File: src/rtl/bcd_pkg.sv
// Shared constants and FSM state type for the sequential binary-to-BCD converter.
package bcd_pkg;

    localparam int BIN_W      = 16;                 // binary input width
    localparam int N_DIGITS   = 4;                  // BCD digits presented to the display
    localparam int ITER_CNT   = 16;                 // one SHIFT cycle per input bit
    localparam int ACC_DIGITS = 5;                  // 65535 needs five BCD digits
    localparam int ACC_W      = 4 * ACC_DIGITS;     // BCD accumulator width
    localparam int CNT_W      = 5;                  // iteration counter width

    typedef enum logic [1:0] {
        IDLE  = 2'd0,
        SHIFT = 2'd1,
        DONE  = 2'd2
    } state_t;

endpackage : bcd_pkg

File: src/rtl/bcd_digit_adj.sv
// Double-dabble digit correction: a BCD digit of 5 or more gets 3 added so the
// following left shift carries correctly into the next decimal digit.
module bcd_digit_adj (
    input  logic [3:0] digit_val,
    output logic [3:0] digit_adj
);

    // Add 3 to digits >= 5; the largest legal input (9) yields 12, so 4 bits suffice.
    always_comb begin
        digit_adj = digit_val;
        if (digit_val >= 4'd5) begin
            digit_adj = digit_val + 4'd3;
        end else begin
            digit_adj = digit_val;
        end
    end

endmodule : bcd_digit_adj

File: src/rtl/bin_to_bcd_seq.sv
// Sequential 16-bit binary to 4-digit BCD converter (shift-and-add-3).
// One conversion takes 16 SHIFT cycles followed by a single DONE cycle.
// Optional build macro BCD_SATURATE_EN: values above 9999 display 9999
// instead of the low four decimal digits; ovf is raised either way.
module bin_to_bcd_seq
    import bcd_pkg::*;
(
    input  logic             clk,
    input  logic             reset,
    input  logic             start,
    input  logic [BIN_W-1:0] bin,
    output logic             busy,
    output logic             done,
    output logic [3:0]       digit [N_DIGITS],
    output logic             ovf
);

`ifdef BCD_SATURATE_EN
    localparam logic SATURATE = 1'b1;
`else
    localparam logic SATURATE = 1'b0;
`endif

    state_t           state_r;
    state_t           state_nx_s;
    logic [BIN_W-1:0] sr_r;
    logic [ACC_W-1:0] acc_r;
    logic [CNT_W-1:0] cnt_r;
    logic [ACC_W-1:0] adj_s;
    logic [ACC_W-1:0] acc_shift_s;
    logic [BIN_W-1:0] sr_shift_s;
    logic             last_iter_s;
    logic             busy_nx_s;
    logic             done_nx_s;
    logic             ovf_nx_s;
    logic             sat_s;
    logic [3:0]       digit_nx_s [N_DIGITS];

    // One correction cell per accumulator digit, including the overflow digit.
    for (genvar g = 0; g < ACC_DIGITS; g++) begin : g_adj
        bcd_digit_adj u_adj (
            .digit_val (acc_r[4*g +: 4]),
            .digit_adj (adj_s[4*g +: 4])
        );
    end

    // Adjusted accumulator and shift register move left as one 36-bit word.
    assign acc_shift_s = {adj_s[ACC_W-2:0], sr_r[BIN_W-1]};
    assign sr_shift_s  = {sr_r[BIN_W-2:0], 1'b0};
    assign last_iter_s = (cnt_r == 5'(ITER_CNT - 1));

    // State register; reset wins over any pending start.
    always_ff @(posedge clk) begin
        if (reset) begin
            state_r <= IDLE;
        end else begin
            state_r <= state_nx_s;
        end
    end

    // Next-state logic: start is only honoured in IDLE, so it is never queued.
    always_comb begin
        state_nx_s = state_r;
        case (state_r)
            IDLE: begin
                if (start) begin
                    state_nx_s = SHIFT;
                end else begin
                    state_nx_s = IDLE;
                end
            end
            SHIFT: begin
                if (last_iter_s) begin
                    state_nx_s = DONE;
                end else begin
                    state_nx_s = SHIFT;
                end
            end
            DONE:    state_nx_s = IDLE;
            default: state_nx_s = IDLE;
        endcase
    end

    // Output decode: next values of the registered status flags and result digits.
    always_comb begin
        busy_nx_s = (state_nx_s == SHIFT);
        done_nx_s = (state_nx_s == DONE);
        ovf_nx_s  = (acc_shift_s[ACC_W-1 -: 4] != 4'd0);
        sat_s     = SATURATE & ovf_nx_s;
        for (int i = 0; i < N_DIGITS; i++) begin
            digit_nx_s[i] = sat_s ? 4'd9 : acc_shift_s[4*i +: 4];
        end
    end

    // Datapath: capture operand on start, then shift once per SHIFT cycle.
    always_ff @(posedge clk) begin
        if (reset) begin
            sr_r  <= 16'd0;
            acc_r <= 20'd0;
            cnt_r <= 5'd0;
        end else begin
            case (state_r)
                IDLE: begin
                    if (start) begin
                        sr_r  <= bin;
                        acc_r <= 20'd0;
                        cnt_r <= 5'd0;
                    end
                end
                SHIFT: begin
                    sr_r  <= sr_shift_s;
                    acc_r <= acc_shift_s;
                    cnt_r <= cnt_r + 5'd1;
                end
                default: begin
                    cnt_r <= cnt_r;
                end
            endcase
        end
    end

    // Registered outputs; the result is latched on the final shift so it is
    // valid in the DONE cycle and held until the next conversion completes.
    always_ff @(posedge clk) begin
        if (reset) begin
            busy <= 1'b0;
            done <= 1'b0;
            ovf  <= 1'b0;
            for (int i = 0; i < N_DIGITS; i++) begin
                digit[i] <= 4'h0;
            end
        end else begin
            busy <= busy_nx_s;
            done <= done_nx_s;
            if (done_nx_s) begin
                ovf <= ovf_nx_s;
                for (int i = 0; i < N_DIGITS; i++) begin
                    digit[i] <= digit_nx_s[i];
                end
            end
        end
    end

endmodule : bin_to_bcd_seq

File: config.mk
export PLATFORM = sky130hd
export DESIGN_NAME = bin_to_bcd_seq
export DESIGN_NICKNAME = d
export VERILOG_FILES = /design/src/rtl/bcd_pkg.sv /design/src/rtl/bcd_digit_adj.sv /design/src/rtl/bin_to_bcd_seq.sv
export SDC_FILE = /design/constraint.sdc
export NUM_CORES = 1
export LEC_CHECK = 0
export ABC_AREA = 1
export CORE_MARGIN = 5
export CORE_UTILIZATION = 55
export CTS_BUF_LIST = sky130_fd_sc_hd__clkbuf_8 sky130_fd_sc_hd__clkbuf_16
export CTS_CLUSTER_SIZE = 30
export DETAILED_ROUTE_END_ITERATION = 6
export HOLD_SLACK_MARGIN = 0.06
export MAX_ROUTING_LAYER = met4
export PLACE_DENSITY = 0.82
export REMOVE_ABC_BUFFERS = 1
export SYNTH_ARGS = -nofsm -noshare
export SYNTH_HDL_FRONTEND = slang
export SYNTH_SLANG_ARGS = --single-unit
File: constraint.sdc
create_clock -name clk -period 3.85 [get_ports clk]
set_input_delay 0.385 -clock clk [delete_from_list [all_inputs] [get_ports clk]]
set_output_delay 0.385 -clock clk [all_outputs]
set_load 0.01 [all_outputs]
==> results.yml <==
route:
  wl_met1_mm: 2.75
  first_pass_iters: 4
  first_iter_violations: 130
  route.final.wire_length_mm: 6.04
  wire_per_inst_um: 11.9
  vias_per_cell: 5.17
  drc: 0
  topRoutingLayerUsed: "met4"
  vias: 2616
  ant_nets: 0
  wl_met2_mm: 2.75
  wl_met3_um: 449
sta:
  fin_crit_sh: 0.538
  slew_viol_final: 0
  fin_tns_setup_ns: 0
  min_period_ns: 2.07
  fin_worst_skew_ns: 0.00559
  hold_viol_final: 0
  slew_headroom: 0.552
  finalSetupViolCount: 0
  tightest_slew_ns: 0.671
  rsz0062_at_grt: "no"
  worst_slack_ns: 1.78
  fmax_mhz: 482
pwr:
  total_power_w: 0.00121
  power.leakage_nw: 1.41
  p_int_w: 0.000925
  switchingPower_w: 0.000289
  netSwitchingFraction: 0.238
  power_density_mw_per_mm2: 357
  pwr-share-clk: 0.385
  p_comb_frac: 0.068
  p_seq_frac: 0.547
  ir_drop_mv: 0.283
job:
  max_cap_viol_count: 0
logic_synthesis:
  synth_top_family_by_area: "simple AND/OR/NAND/NOR gates"
  synthDistinctLibCells: 27
  synth_xor_area_frac: 0
  synth-seq-cells: 62
  synth_area_mm2: 0.00289
  netlist_instances: 400
  syn_area_per_cell_um2: 7.22
  yosys_warnings: 0
  synthArstFlopShare: 0
  synth-simple-area-share: 0.286
  synth_compound_area_frac: 0.140
  synth-adder-area-share: 0.0520
  ys_seq_area_frac: 0.430
  muxShareOfSynthArea: 0
  ys.flop_type: "dfxtp_1"
  synth_edf_count: 0
layout:
  fillerInstances: 467
  syn2layout_area_growth_pct: 17.7
  final_nets: 464
  multi_input_comb_area_mm2: 0.00138
  drive_gt1_frac: 0.0528
  diodes: 0
  postLayoutCellArea_mm2: 0.00340
  seqCellArea_mm2: 0.00124
place:
  finalWeightedCongestion: 0.852
  dpl_worst_slack_ns: 1.52
  place_area_mm2: 0.00324
  hpwl_mm: 4.14
  port_buffers: 37
die:
  rows: 26
  ios: 38
  core_mm2: 0.00511
  start_util: 0.565
  die-width_um: 82.4
  dieHeight_um: 82.4
  die_area_mm2: 0.00680
clock_tree:
  clk_pin_slew_ns: 0.06
  post_cts_resize_count: 0
  cts-root-buf: "clkbuf_8"
  post_cts_buffers: 0
  cts_tree: "yes"
  htreeDepth: 3
  clk_path_buf_depth: 2
  clk_latency_ns: 0.34
  hold_buffers: 0
  clock-sinks: 62
  cts-buffers-inserted: 9
worst_setup_path:
  critPathLaunchType: "flip-flop"
  worstPathRequired_ns: 4.09
  r2r_slack_ns: 1.78
  cp.arrival_ns: 2.31
  worstSetupPathType: "flip-flop to flip-flop"
  cp_max_fo: 16
  critPathCaptureType: "flip-flop"
grt:
  grt_max_degree: 41
  grt_pass1_vias: 2393
  grt_usage: 0.203
  overflow: 0
  antenna_found_initial: 0
  grt_pass1_wl_mm: 10.3
run_status:
  outcome: "finished clean"
min_path:
  holdCritPathClass: "flip-flop to flip-flop"
==> state kept, by name (all words and copies together), names as in the netlist <==
signal / flops
acc_r: 20
digit: 16
sr_r: 16
cnt_r: 5
state_r: 2
busy: 1
done: 1
ovf: 1
==> final cells by class <==
class                      count  share of cell area
clock inverter                 4             0.00515
clock buffer                  10              0.0405
multi-input combinational    281               0.406
inverter                      41              0.0464
sequential                    62               0.365
tap                           70              0.0258
timing repair buffer          38               0.111
==> power groups by stage <==
stage               Combinational [W]  Clock, W  Sequential, W
CTS                         0.0000834  0.000477       0.000664
finish                      0.0000825  0.000467       0.000664
global placement            0.0000820         0       0.000678
floorplan                   0.0000425         0       0.000677
detailed placement          0.0000831         0       0.000678
global route                0.0000923  0.000499       0.000666
==> worst paths after layout <==
check	from	depth (start not counted)	endpoint
worst max-delay path	cnt_r[0]	11	ovf
worst min register to register	sr_r[0]	2	sr_r[0]
worst min-delay path	sr_r[0]	2	sr_r[0]
worst max register to register	cnt_r[0]	11	ovf
==> synth_stat cells (2+ instances only) <==
cell type | instances | area, um^2
inv_1 | 37 | 139
clkbuf_1 | 4 | 15.0
o22ai_1 | 2 | 12.5
dfxtp_1 | 62 | 1240
buf_4 | 4 | 30.0
o21a_1 | 5 | 37.5
a21oi_1 | 32 | 160
a21o_1 | 2 | 15.0
a31oi_1 | 15 | 93.8
o21ai_0 | 11 | 55.1
ha_1 | 12 | 150
buf_6 | 4 | 45.0
nand3_1 | 38 | 190
o21ai_1 | 6 | 30.0
buf_2 | 3 | 15.0
nand2_1 | 142 | 533
nand2_2 | 3 | 18.8
nand4_1 | 3 | 18.8
nor2_4 | 2 | 22.5
inv_2 | 2 | 7.51
nor2_1 | 5 | 18.8
==> logic make-up (layout without fill, tap and decap cells) <==
family | after synthesis | count (layout)
AND/OR/NAND/NOR | 196 | 196
AO/OA/AOI/OAI | 73 | 73
flip-flops | 62 | 62
buffers and inverters | 57 | 93
adder cells (fa/ha/maj) | 12 | 12
==> through the flow <==
step	hold slack [ns]	cells	utilization
after floorplan	0.435	384	-
after global placement	0.454	492	0.635
after detailed placement	0.455	492	0.635
after CTS	0.465	506	0.665
after global routing	0.499	506	0.665
final	0.461	506	0.665
==> worst max-delay path: stages, from the launching register on <==
cell	delay (ns)
dfxtp_1	0.38
ha_1	0.18
inv_1	0.05
nor3_1	0.14
ha_1	0.19
inv_1	0.07
nor2_4	0.36
inv_2	0.20
nor2_1	0.13
nand2_1	0.05
nor2_1	0.16
nor2_1	0.05
==> metal layers <==
layer | global-route usage | vias up
met5 | - | -
met4 | 0.0980 | 0
met3 | 0.0390 | 10
met2 | 0.331 | 83
met1 | 0.239 | 1162
li1 | - | 1361
==> layout by cell type, fill, tap and decap left out <==
cell type | synthesis | routed
a31oi_1 | 15 | 15
nand2_1 | 142 | 142
clkbuf_8 | 0 | 10
nand2_2 | 3 | 3
clkdlybuf4s50_1 | 0 | 37
o22ai_1 | 2 | 2
and2_1 | 1 | 1
o21a_1 | 5 | 5
nor2_1 | 5 | 5
clkinv_2 | 1 | 3
nand4_1 | 3 | 3
ha_1 | 12 | 12
o21ai_1 | 6 | 6
nand3_1 | 38 | 38
nor3_1 | 1 | 1
o21ai_0 | 11 | 11
dfxtp_1 | 62 | 62
nor2_4 | 2 | 2
a21o_1 | 2 | 2
buf_4 | 4 | 1
a21oi_1 | 32 | 32
inv_1 | 37 | 39
nand2_4 | 1 | 1
inv_2 | 2 | 2
inv_4 | 1 | 1
Power figures use the tool's default switching activity.
